==> src/rtl/mioc_dram_ctl.sv <==
// DRAM strobe sequencer and Z80/6801 bus arbiter for the MIOC.
// A request is accepted on one edge and its strobes begin on the following edge.
module mioc_dram_ctl #(
    parameter int unsigned CAS_DMA = 2,
    parameter int unsigned PRE_CYC = 1
) (
    input  logic B_PHI,
    input  logic RST,
    input  logic BMREQ_N,
    input  logic BRFSH_N,
    input  logic BA15,
    input  logic RAMSEL,
    input  logic DMA_N,
    input  logic DMA_CYC_N,
    input  logic DMA_A15,
    input  logic BUSAK_N,
    output logic BUSRQ_N,
    output logic ADDRBUFEN_N,
    output logic DMA_GNT,
    output logic DMA_ACK,
    output logic RAS_N,
    output logic MUX,
    output logic CAS1_N,
    output logic CAS2_N
);
    typedef enum logic [2:0] {
        StIdle, StRow, StCol, StCas, StPre, StRef
    } dram_state_e;

    typedef enum logic [1:0] {
        BusZ80, BusReq, BusDma, BusRel
    } bus_state_e;

    localparam logic [2:0] CasLast = 3'(CAS_DMA);
    localparam logic [2:0] PreLast = 3'(PRE_CYC);
    localparam logic [2:0] RefMin  = 3'd2;

    dram_state_e dram_q, dram_d;
    bus_state_e  bus_q, bus_d;
    logic        go_q, go_d;     // request accepted, strobes start next edge
    logic        ref_q, ref_d;
    logic        dma_q, dma_d;
    logic        bank_q, bank_d;
    logic [2:0]  cnt_q, cnt_d;
    logic        dram_idle, z80_abort, granted;

    assign dram_idle = (dram_q == StIdle) && !go_q;
    assign z80_abort = !dma_q && BMREQ_N;
    assign granted   = (bus_q == BusDma);

    always_comb begin : bus_next
        bus_d = bus_q;
        case (bus_q)
            BusZ80: if (!DMA_N) bus_d = BusReq;
            BusReq: begin
                if (DMA_N) begin
                    bus_d = BusZ80;
                end else if (!BUSAK_N) begin
                    bus_d = BusDma;
                end
            end
            BusDma: if (DMA_N && dram_idle) bus_d = BusRel;
            BusRel: bus_d = BusZ80;
            default: bus_d = BusZ80;
        endcase
    end

    always_comb begin : dram_next
        dram_d = dram_q;
        go_d   = 1'b0;
        ref_d  = ref_q;
        dma_d  = dma_q;
        bank_d = bank_q;
        cnt_d  = cnt_q;
        case (dram_q)
            StIdle: begin
                if (go_q) begin
                    dram_d = ref_q ? StRef : StRow;
                    cnt_d  = 3'd1;
                end else if (!BMREQ_N && !BRFSH_N) begin
                    go_d  = 1'b1;
                    ref_d = 1'b1;
                    dma_d = 1'b0;
                end else if (!BMREQ_N && RAMSEL && !granted) begin
                    go_d   = 1'b1;
                    ref_d  = 1'b0;
                    dma_d  = 1'b0;
                    bank_d = BA15;
                end else if (granted && (bus_d == BusDma) && !DMA_CYC_N) begin
                    // No new DMA access on the edge the bus is being handed back.
                    go_d   = 1'b1;
                    ref_d  = 1'b0;
                    dma_d  = 1'b1;
                    bank_d = DMA_A15;
                end
            end
            StRow: begin
                if (z80_abort) begin
                    dram_d = StPre;
                    cnt_d  = 3'd1;
                end else begin
                    dram_d = StCol;
                end
            end
            StCol: begin
                dram_d = z80_abort ? StPre : StCas;
                cnt_d  = 3'd1;
            end
            StCas: begin
                if (dma_q) begin
                    if (cnt_q == CasLast) begin
                        dram_d = StPre;
                        cnt_d  = 3'd1;
                    end else begin
                        cnt_d = cnt_q + 3'd1;
                    end
                end else if (BMREQ_N) begin
                    dram_d = StPre;
                    cnt_d  = 3'd1;
                end
            end
            StRef: begin
                if (cnt_q >= RefMin) begin
                    if (BMREQ_N) begin
                        dram_d = StPre;
                        cnt_d  = 3'd1;
                    end
                end else begin
                    cnt_d = cnt_q + 3'd1;
                end
            end
            StPre: begin
                if (cnt_q == PreLast) begin
                    dram_d = StIdle;
                end else begin
                    cnt_d = cnt_q + 3'd1;
                end
            end
            default: dram_d = StIdle;
        endcase
    end

    always_ff @(posedge B_PHI) begin
        if (RST) begin
            dram_q      <= StIdle;
            bus_q       <= BusZ80;
            go_q        <= 1'b0;
            ref_q       <= 1'b0;
            dma_q       <= 1'b0;
            bank_q      <= 1'b0;
            cnt_q       <= 3'd0;
            BUSRQ_N     <= 1'b1;
            ADDRBUFEN_N <= 1'b0;
            DMA_GNT     <= 1'b0;
            DMA_ACK     <= 1'b0;
            RAS_N       <= 1'b1;
            MUX         <= 1'b0;
            CAS1_N      <= 1'b1;
            CAS2_N      <= 1'b1;
        end else begin
            dram_q      <= dram_d;
            bus_q       <= bus_d;
            go_q        <= go_d;
            ref_q       <= ref_d;
            dma_q       <= dma_d;
            bank_q      <= bank_d;
            cnt_q       <= cnt_d;
            BUSRQ_N     <= !((bus_d == BusReq) || (bus_d == BusDma));
            ADDRBUFEN_N <= (bus_d == BusDma) || (bus_d == BusRel);
            DMA_GNT     <= (bus_d == BusDma);
            DMA_ACK     <= (dram_d == StCas) && dma_d && (cnt_d == CasLast);
            RAS_N       <= !((dram_d == StRow) || (dram_d == StCol) ||
                             (dram_d == StCas) || (dram_d == StRef));
            MUX         <= (dram_d == StCol) || (dram_d == StCas);
            CAS1_N      <= !((dram_d == StCas) && !bank_d);
            CAS2_N      <= !((dram_d == StCas) && bank_d);
        end
    end
endmodule

==> config.mk <==
export PLATFORM = sky130hd
export DESIGN_NAME = mioc_dram_ctl
export DESIGN_NICKNAME = d
export VERILOG_FILES = /design/src/rtl/mioc_dram_ctl.sv
export SDC_FILE = /design/constraint.sdc
export NUM_CORES = 1
export LEC_CHECK = 0
export BUFFER_PORTS_ARGS = -buffer_cell sky130_fd_sc_hd__buf_2
export CORE_MARGIN = 1
export CORE_UTILIZATION = 55
export CTS_CLUSTER_DIAMETER = 100
export DETAILED_ROUTE_END_ITERATION = 6
export HOLD_SLACK_MARGIN = 0.05
export PLACE_DENSITY = 0.78
export SYNTH_ARGS = -nofsm -noshare
export SYNTH_HDL_FRONTEND = slang
export SYNTH_SLANG_ARGS = --single-unit
==> constraint.sdc <==
create_clock -name B_PHI -period 2.4 [get_ports B_PHI]
set_input_delay 0.24 -clock B_PHI [delete_from_list [all_inputs] [get_ports B_PHI]]
set_output_delay 0.24 -clock B_PHI [all_outputs]
set_load 0.05 [all_outputs]
==> metrics.yaml <==
status: "completed"
worstPathRequired_ns: 2.60
syn_nets: 149
synthesis.area_um2: 1124
clockRootBuffer: "clkbuf_4"
power_frac_clock_pct: 23.2
crit_type: "flip-flop to flip-flop"
clock_path_buffers: 2
fin_crit_ns: 2.144
wl_mm: 2.578
switching_share_pct: 32.37
dp_slack_ns: 0.1036
tritoncts: "built"
clock_latency_ns: 0.30
h-tree-depth: 1
cts_buffers: 3
setup_tns_ns: 0
pwr-share-comb_pct: 26.1
ys_warn_count: 0
fp.dieArea_um2: 2228
seqPwrFrac_pct: 50.7
tightest_slew_ns: 0.3953
finalMaxSlewViolations: 0
grt_max_degree: 20
drtIter0Drc: 34
diodes: 0
synth_edf_count: 0
gp_congestion: 0.9160
mostFrequentLayoutCells: "dfxtp_1, buf_2, nor2_1"
first_pass_iters: 5
place_hpwl_mm: 1.938
power.density_nw_per_um2: 540.4
crit_arrival_ns: 2.34
switching_power_uw: 224.5
gr-total-overflow: 0
grt_pass1_wl_mm: 4.071
portBuffers: 17
viasPerCell: 6.028
leakagePower_nw: 0.4925
max_cap_violations: 0
ys_seq_area_share_pct: 33.85
cts_sinks: 19
finalSetupViolCount: 0
worstHoldPathType: "input port to flip-flop"
synth_top_flop_cell: "dfxtp_1"
clk_pin_slew_ns: 0.11
drc: 0
finalHoldViolCount: 0
syn_to_final_growth_pct: 14.25
end_kind: "flip-flop"
antenna_found_initial: 0
finClkSkew_ns: 0.01446
ff2ff_path_depth: 8
holdPathStages: 4
die_w_um: 47.20
drive_gt1_share_pct: 20.78
fill_cells: 146
nets: 169
slew-limit-headroom_pct: 73.32
peakVddDrop_uv: 452.6
core_area_um2: 1821
ys_types: 43
fin_ws_ns: 0.2557
die_y_um: 47.20
rows: 15
io_pins: 18
ant_nets: 0
max_freq_mhz: 466.4
grt_use_total_pct: 26.44
startpoint_type: "flip-flop"
synth_seq_cells: 19
first_global_vias: 889
syn_inst: 135
async_flop_share_pct: 0
num_vias: 1079
post_drt_wl_per_cell_um: 14.40
post-cts-setup-buffers: 0
cp_max_fo: 6
min_period_over_period_pct: 89.34
avgSynthCellArea_um2: 8.323
intPower_uw: 469.2
start_util_pct: 61.72
reg.largest.list: "cnt_q (3), dram_q (3), bus_q (2)"
final_common_cell: "dfxtp_1"
metal layers:
layer,share of wire (%),up-vias,global-route usage [%]
met5,0,-,0
met4,1.2,0,9.143
met3,6.0,4,6.923
met2,48,45,39.17
met1,45,493,37.04
li1,-,537,-
worst paths after layout:
| kind | slack [ns] | from | to |
|---|---|---|---|
| setup / recovery | 0.26 | go_q | CAS2_N |
| hold / removal | 0.25 | BRFSH_N | ref_q |
| setup reg to reg | 0.26 | go_q | CAS2_N |
| hold reg to reg | 0.49 | ref_q | ref_q |
stage by stage:
step | instances | area [um^2] | total power, mW | util, % | hold slack [ns]
global placement | 175 | 1236 | 0.5305 | 67.90 | 0.4764
global route | 179 | 1284 | 0.7315 | 70.52 | 0.2595
CTS | 179 | 1264 | 0.6949 | 69.42 | 0.2434
floorplan | 135 | 1124 | 0.4830 | - | 0.3116
finish | 179 | 1284 | 0.6937 | 70.52 | 0.2461
detailed placement | 175 | 1236 | 0.5330 | 67.90 | 0.4733
power groups by stage:
stage / combinational, mW / sequential (mW) / clock [mW]
global route: 0.198 / 0.354 / 0.180
finish: 0.181 / 0.352 / 0.161
detailed placement: 0.176 / 0.357 / 0
floorplan: 0.114 / 0.369 / 0
global placement: 0.174 / 0.357 / 0
CTS: 0.177 / 0.350 / 0.168
Yosys cell counts (all sizes together), types with 3 or more instances:
master	instances	area share, %
a21oi	12	5.3
a31oi	5	2.8
and2	3	1.7
buf	5	3.0
dfxtp	19	34
ha	4	4.5
inv	7	2.3
mux2i	4	3.6
nand2	5	1.7
nand2b	6	3.3
nor2	15	5.0
nor2b	6	3.3
nor3	6	2.7
o21ai	4	1.8
cells by family after synthesis:
logic type               synth area share [%]
flip-flops                              33.85
AND/OR/NAND/NOR                         32.30
adder cells (fa/ha/maj)                 4.455
multiplexers                            3.564
AO/OA/AOI/OAI                           19.82
buffers and inverters                   6.014
worst max-delay path, stage by stage (launching register included):
cell and delay (ns):
dfxtp_1 0.49, nor4_4 0.06, a32oi_1 0.25, ha_1 0.20, nor4bb_4 0.33, a31oi_1 0.11, nor3_1 0.15, o32ai_1 0.13
or3_1 0.32
cell type report:
cell class,instances,area [um^2],area share (%)
clock inverters,1,5.005,0.3899
multi-input cells,102,695.7,54.19
clock buffers,3,22.52,1.754
repair buffers,22,122.6,9.552
inverters,7,26.28,2.047
flip-flops and latches,19,380.4,29.63
well taps,25,31.28,2.437
what timing repair did:
action,4_1_cts,5_1_grt
hold buffers,0,0
endpoints found under the setup margin,0,2
endpoints found under the hold margin,0,0
gates resized for setup,0,3
No activity file was read; power rests on OpenSTA's default activity.
